### src/rtl/fp_unit_arbiter.sv
// fp_unit_arbiter: round-robin, credit-gated sharing of one fixed-latency FP add/sub unit.
// Ports: clk, rst_n (sync, active-low); req_valid/ready/a/b/op per requester;
//        unit_valid/a/b/op to the shared unit, unit_result back;
//        rsp_valid/ready/data/id from the result FIFO.
module fp_unit_arbiter #(
    parameter int EXP_SIZE    = 8,
    parameter int MANTIS_SIZE = 23,
    parameter int N_REQ       = 4,
    parameter int LATENCY     = 3,
    parameter int FIFO_DEPTH  = 5,
    localparam int W          = 1 + EXP_SIZE + MANTIS_SIZE,
    localparam int IDW        = (N_REQ > 1) ? $clog2(N_REQ) : 1
) (
    input  logic               clk,
    input  logic               rst_n,
    input  logic [N_REQ-1:0]   req_valid,
    output logic [N_REQ-1:0]   req_ready,
    input  logic [N_REQ*W-1:0] req_a,
    input  logic [N_REQ*W-1:0] req_b,
    input  logic [N_REQ-1:0]   req_op,
    output logic               unit_valid,
    output logic [W-1:0]       unit_a,
    output logic [W-1:0]       unit_b,
    output logic               unit_op,
    input  logic [W-1:0]       unit_result,
    output logic               rsp_valid,
    input  logic               rsp_ready,
    output logic [W-1:0]       rsp_data,
    output logic [IDW-1:0]     rsp_id
);

    localparam int CW = $clog2(FIFO_DEPTH + 1);
    localparam int PW = (FIFO_DEPTH > 1) ? $clog2(FIFO_DEPTH) : 1;

    logic [IDW-1:0] rr;
    logic [IDW-1:0] winner;
    logic           found;
    logic           allow;
    logic           accept;
    logic           pop;
    logic [CW-1:0]  outstanding;
    logic [IDW-1:0] unit_id;

    logic [LATENCY-1:0] tag_v;
    logic [IDW-1:0]     tag_id [LATENCY];

    logic [W-1:0]   mem_data [FIFO_DEPTH];
    logic [IDW-1:0] mem_id   [FIFO_DEPTH];
    logic [PW-1:0]  rd_ptr;
    logic [PW-1:0]  wr_ptr;
    logic [CW-1:0]  count;
    logic           wr_en;
    logic           full;

    // Round-robin search starting at rr, wrapping at N_REQ-1.
    always_comb begin
        int idx;
        found  = 1'b0;
        winner = '0;
        idx    = 0;
        for (int k = 0; k < N_REQ; k++) begin
            idx = int'(rr) + k;
            if (idx >= N_REQ) idx = idx - N_REQ;
            if (!found && req_valid[idx]) begin
                found  = 1'b1;
                winner = IDW'(idx);
            end
        end
    end

    assign pop   = rsp_valid & rsp_ready;
    // A pop in the same cycle frees a credit, so issue can proceed
    // even when every credit is held.
    assign allow  = (outstanding < CW'(FIFO_DEPTH)) | pop;
    assign accept = rst_n & found & allow;

    always_comb begin
        req_ready = '0;
        for (int i = 0; i < N_REQ; i++) begin
            req_ready[i] = accept && (winner == IDW'(i));
        end
    end

    always_ff @(posedge clk) begin
        if (!rst_n) begin
            rr          <= '0;
            outstanding <= '0;
            unit_valid  <= 1'b0;
            unit_a      <= '0;
            unit_b      <= '0;
            unit_op     <= 1'b0;
            unit_id     <= '0;
        end else begin
            unit_valid <= accept;
            if (accept) begin
                rr      <= (winner == IDW'(N_REQ - 1)) ? '0 : winner + 1'b1;
                unit_a  <= req_a[int'(winner)*W +: W];
                unit_b  <= req_b[int'(winner)*W +: W];
                unit_op <= req_op[winner];
                unit_id <= winner;
            end
            case ({accept, pop})
                2'b10:   outstanding <= outstanding + 1'b1;
                2'b01:   outstanding <= outstanding - 1'b1;
                default: outstanding <= outstanding;
            endcase
        end
    end

    // Tag pipeline follows unit_valid so stage LATENCY lines up with unit_result.
    always_ff @(posedge clk) begin
        if (!rst_n) begin
            tag_v <= '0;
        end else begin
            tag_v[0] <= unit_valid;
            for (int k = 1; k < LATENCY; k++) tag_v[k] <= tag_v[k-1];
        end
    end

    always_ff @(posedge clk) begin
        tag_id[0] <= unit_id;
        for (int k = 1; k < LATENCY; k++) tag_id[k] <= tag_id[k-1];
    end

    assign wr_en     = tag_v[LATENCY-1];
    assign full      = (count == CW'(FIFO_DEPTH));
    assign rsp_valid = (count != '0);
    assign rsp_data  = rsp_valid ? mem_data[rd_ptr] : '0;
    assign rsp_id    = rsp_valid ? mem_id[rd_ptr] : '0;

    always_ff @(posedge clk) begin
        if (wr_en) begin
            mem_data[wr_ptr] <= unit_result;
            mem_id[wr_ptr]   <= tag_id[LATENCY-1];
        end
    end

    always_ff @(posedge clk) begin
        if (!rst_n) begin
            rd_ptr <= '0;
            wr_ptr <= '0;
            count  <= '0;
        end else begin
            if (wr_en)
                wr_ptr <= (wr_ptr == PW'(FIFO_DEPTH - 1)) ? '0 : wr_ptr + 1'b1;
            if (pop)
                rd_ptr <= (rd_ptr == PW'(FIFO_DEPTH - 1)) ? '0 : rd_ptr + 1'b1;
            case ({wr_en, pop})
                2'b10:   count <= count + 1'b1;
                2'b01:   count <= count - 1'b1;
                default: count <= count;
            endcase
        end
    end

    // Credits make this unreachable; it guards against a broken credit path.
    assert property (@(posedge clk) disable iff (!rst_n)
        !(wr_en && full && !pop));

endmodule

### config.mk
export PLATFORM = sky130hd
export DESIGN_NAME = fp_unit_arbiter
export DESIGN_NICKNAME = d
export VERILOG_FILES = /design/src/rtl/fp_unit_arbiter.sv
export SDC_FILE = /design/constraint.sdc
export NUM_CORES = 1
export LEC_CHECK = 0
export ABC_AREA = 1
export BUFFER_PORTS_ARGS = -buffer_cell sky130_fd_sc_hd__buf_2
export CORE_MARGIN = 2
export CORE_UTILIZATION = 40
export DETAILED_ROUTE_END_ITERATION = 10
export PLACE_DENSITY = 0.73
export SKIP_CTS_REPAIR_TIMING = 1
export SYNTH_ARGS = -nofsm -noshare
export SYNTH_HDL_FRONTEND = slang
export SYNTH_SLANG_ARGS = --single-unit
### constraint.sdc
create_clock -name clk -period 4.1 [get_ports clk]
set_input_delay 0.82 -clock clk [delete_from_list [all_inputs] [get_ports clk]]
set_output_delay 0.82 -clock clk [all_outputs]
set_load 0.02 [all_outputs]
==> results.json <==
{
  "grt_pass1_vias": 10700,
  "cts_buffer_depth": 3,
  "drt-initial-drc-count": 582,
  "r2r_cells": 17,
  "yosysWarningCount": 0,
  "relSlewSlack_pct": 39.9,
  "fp.dieH_um": 182,
  "crit_fanout": 29,
  "synth_area_leader_cell": "edfxtp_1",
  "endpoint_kind": "output port",
  "ys_ff_latch": 264,
  "min_to": "tag_id[0][5]",
  "die_width_um": 182,
  "irDropWorstVdd_uv": 757,
  "worstPathRequired_ns": 3.28,
  "grt_setup_unrepaired": "false",
  "syn_avg_cell_area_um2": 8.43,
  "ys_types": 31,
  "first_pass_iters": 5,
  "syn_area_um2": 12600,
  "power.density_nw_per_um2": 646,
  "initial_core_util_pct": 40.3,
  "viasPerCell": 4.93,
  "htreeDepth": 1,
  "grtUsageTotal_pct": 21.1,
  "cpMostUsedCell": "nand2_1",
  "worst_slew_pin_slew_ns": 0.901,
  "critPathKind": "flop to output port",
  "areaGrowthSynthToFinish_pct": 25.3,
  "cap_violations": 0,
  "cts_tree": "yes",
  "r2r_setup_slack_ns": 0.96,
  "setup_viol": 0,
  "max_clock_freq_mhz": 264,
  "r2r_end": "unit_a[4]",
  "ys.flop_type": "edfxtp_1",
  "crit_start": "rr[0]",
  "gp_congestion": 0.889,
  "whs_ns": 0.326,
  "leakage_nw": 7.65,
  "whs_path_depth": 0,
  "final.period_utilization_pct": 92.3,
  "vias": 11300,
  "hold_path_class": "flop to flop",
  "fin_tns_setup_ns": 0,
  "synth_common_cells": "nand2_1 (475), edfxtp_1 (170), nor2_1 (167)",
  "cp_top_family": "simple AND/OR/NAND/NOR gates",
  "core_um2": 31300,
  "io_buffers": 403,
  "outcome": "finished clean",
  "hpwl_mm": 25.1,
  "clk_pin_slew_worst_paths_ns": 0.05,
  "grt_overflow": 0,
  "netlist.area_leader.share_pct": 40.5,
  "grt_max_degree": 102,
  "yosysMostFrequentCell": "nand2_1",
  "max_stage_delay_ns": 0.47,
  "cts.sinks": 264,
  "crit_slowest_cell": "dfxtp_2",
  "hold_viol": 0,
  "remaining_drc_errors": 0,
  "synth.area.top_cells": "edfxtp_1 (40%), dfxtp_1 (15%), nand2_1 (14%)",
  "drive_gt1_share_pct": 26.8,
  "critPathArrivalTime_ns": 2.96,
  "slew_viol_final": 0,
  "row_count": 65,
  "synth-edff-count": 170,
  "clock_skew_ns": 0.0111,
  "nets": 2171,
  "cts-buffers-inserted": 28,
  "avgRoutedWirePerCell_um": 15.6,
  "die-area_um2": 33000,
  "min_period_ns": 3.78,
  "antenna_found_initial": 6,
  "clk_latency_ns": 0.55,
  "syn-num-nets": 1807,
  "boundaryPins": 404,
  "critPathLaunchType": "flop",
  "ant_nets": 0,
  "grt_first_pass_wirelength_mm": 55.7,
  "crit_chain": "inv_2, nand2_1, nand2_2, nand2_1, nand2_1, nand2_1, nand2_1, nand2_2, nand3_4, inv_4, ha_1, inv_1, nor2_1, buf_2",
  "yosysSeqAreaShare_pct": 55.4,
  "cp.buffers_inverters": 4,
  "min_from": "tag_id[0][3]",
  "wl_mm": 35.7,
  "rr_startpoint": "rr[0]",
  "ys_async_sr_fraction_pct": 0,
  "synth_cells": 1497,
  "root_buffer": "clkbuf_16"
}
==> layout make-up <==
cell class / instances / area, um2
Fill cell: 2955 / 15500
Sequential cell: 264 / 6990
Multi-Input combinational cell: 1019 / 4750
Timing Repair Buffer: 425 / 2210
Clock buffer: 33 / 719
Tap cell: 402 / 503
Inverter: 123 / 468
Clock inverter: 18 / 158
Antenna cell: 3 / 7.51
==> worst reg2reg max path, stage by stage, from the launching register on <==
cell and delay [ns]:
dfxtp_2 0.47, inv_2 0.14, nand2_1 0.10, nand2_2 0.08, nand2_1 0.06, nand2_1 0.04, nand2_1 0.08, nand2_1 0.07
nand2_2 0.22, nand3_4 0.25, inv_4 0.34, buf_4 0.78, nand2_1 0.13, nand2_1 0.09, nand2_1 0.05, nand2_1 0.06
nand2_1 0.05, nand2_1 0.07
==> state kept, by name (all words and copies together) (netlist names), named ones only <==
signal / cells
mem_data: 160
unit_a: 32
unit_b: 32
mem_id: 10
tag_id: 6
count: 3
outstanding: 3
rd_ptr: 3
tag_v: 3
wr_ptr: 3
rr: 2
unit_id: 2
unit_op: 1
unit_valid: 1
==> layout by cell type, fill, tap and decap left out, drive strengths merged, types with 9 or more instances in the layout <==
master  Yosys  layout
clkbuf     39      33
o211ai     11      11
ha          9       9
nand2     480     480
dfxtp      94      94
or2        13      13
o32ai      34      34
nand4      15      15
edfxtp    170     170
nand3     150     150
buf        52     425
inv       122     121
nor2      169     169
a21oi      49      49
o21ai      82      82
clkinv      1      17
==> cell families after synthesis <==
logic type	synth area share [%]
AND/OR/NAND/NOR	27.4
flip-flops	55.4
buffers and inverters	7.24
AO/OA/AOI/OAI	8.78
adder cells (fa/ha/maj)	1.21
==> report_power, final <==
group | switching [W] | leakage (nW) | internal (W) | total, W
sequential | 0.000208 | 2.32 | 0.00323 | 0.00343
clock | 0.00102 | 0.428 | 0.00138 | 0.00240
combinational | 0.00301 | 4.91 | 0.00138 | 0.00439
==> how the worst max path moves through the flow <==
stage                                 to  slack, ns  cells after the start
final                       req_ready[3]       0.32                     14
after floorplan           mem_data[4][0]       0.83                      3
after global placement      req_ready[1]       0.45                     14
after global routing        req_ready[3]       0.01                     14
after detailed placement    req_ready[3]       0.42                     14
after CTS                   req_ready[3]       0.05                     14
==> metal layers <==
| layer | up-vias | part of all wire, % | track usage [%] |
|---|---|---|---|
| met2 | 395 | 50 | 38.2 |
| met4 | 6 | 4.0 | 8.16 |
| li1 | 5666 | - | - |
| met5 | - | 0.11 | 0 |
| met1 | 5134 | 39 | 24.4 |
| met3 | 73 | 6.8 | 4.61 |
==> per-stage QoR <==
| stage | std cells | utilization [%] | total power (W) | worst slack [ns] | cell area [um2] |
|---|---|---|---|---|---|
| 6_report | 2287 | 50.5 | 0.0102 | 0.318 | 15800 |
| 3_3_place_gp | 2233 | 47.6 | 0.00786 | 0.451 | 14900 |
| 4_1_cts | 2284 | 50.4 | 0.0103 | 0.0514 | 15800 |
| 3_5_place_dp | 2233 | 47.6 | 0.00792 | 0.424 | 14900 |
| 2_1_floorplan | 1497 | - | 0.00667 | 0.835 | 12600 |
| 5_1_grt | 2285 | 50.5 | 0.0110 | 0.00982 | 15800 |
No activity file was read; power rests on OpenSTA's default activity.
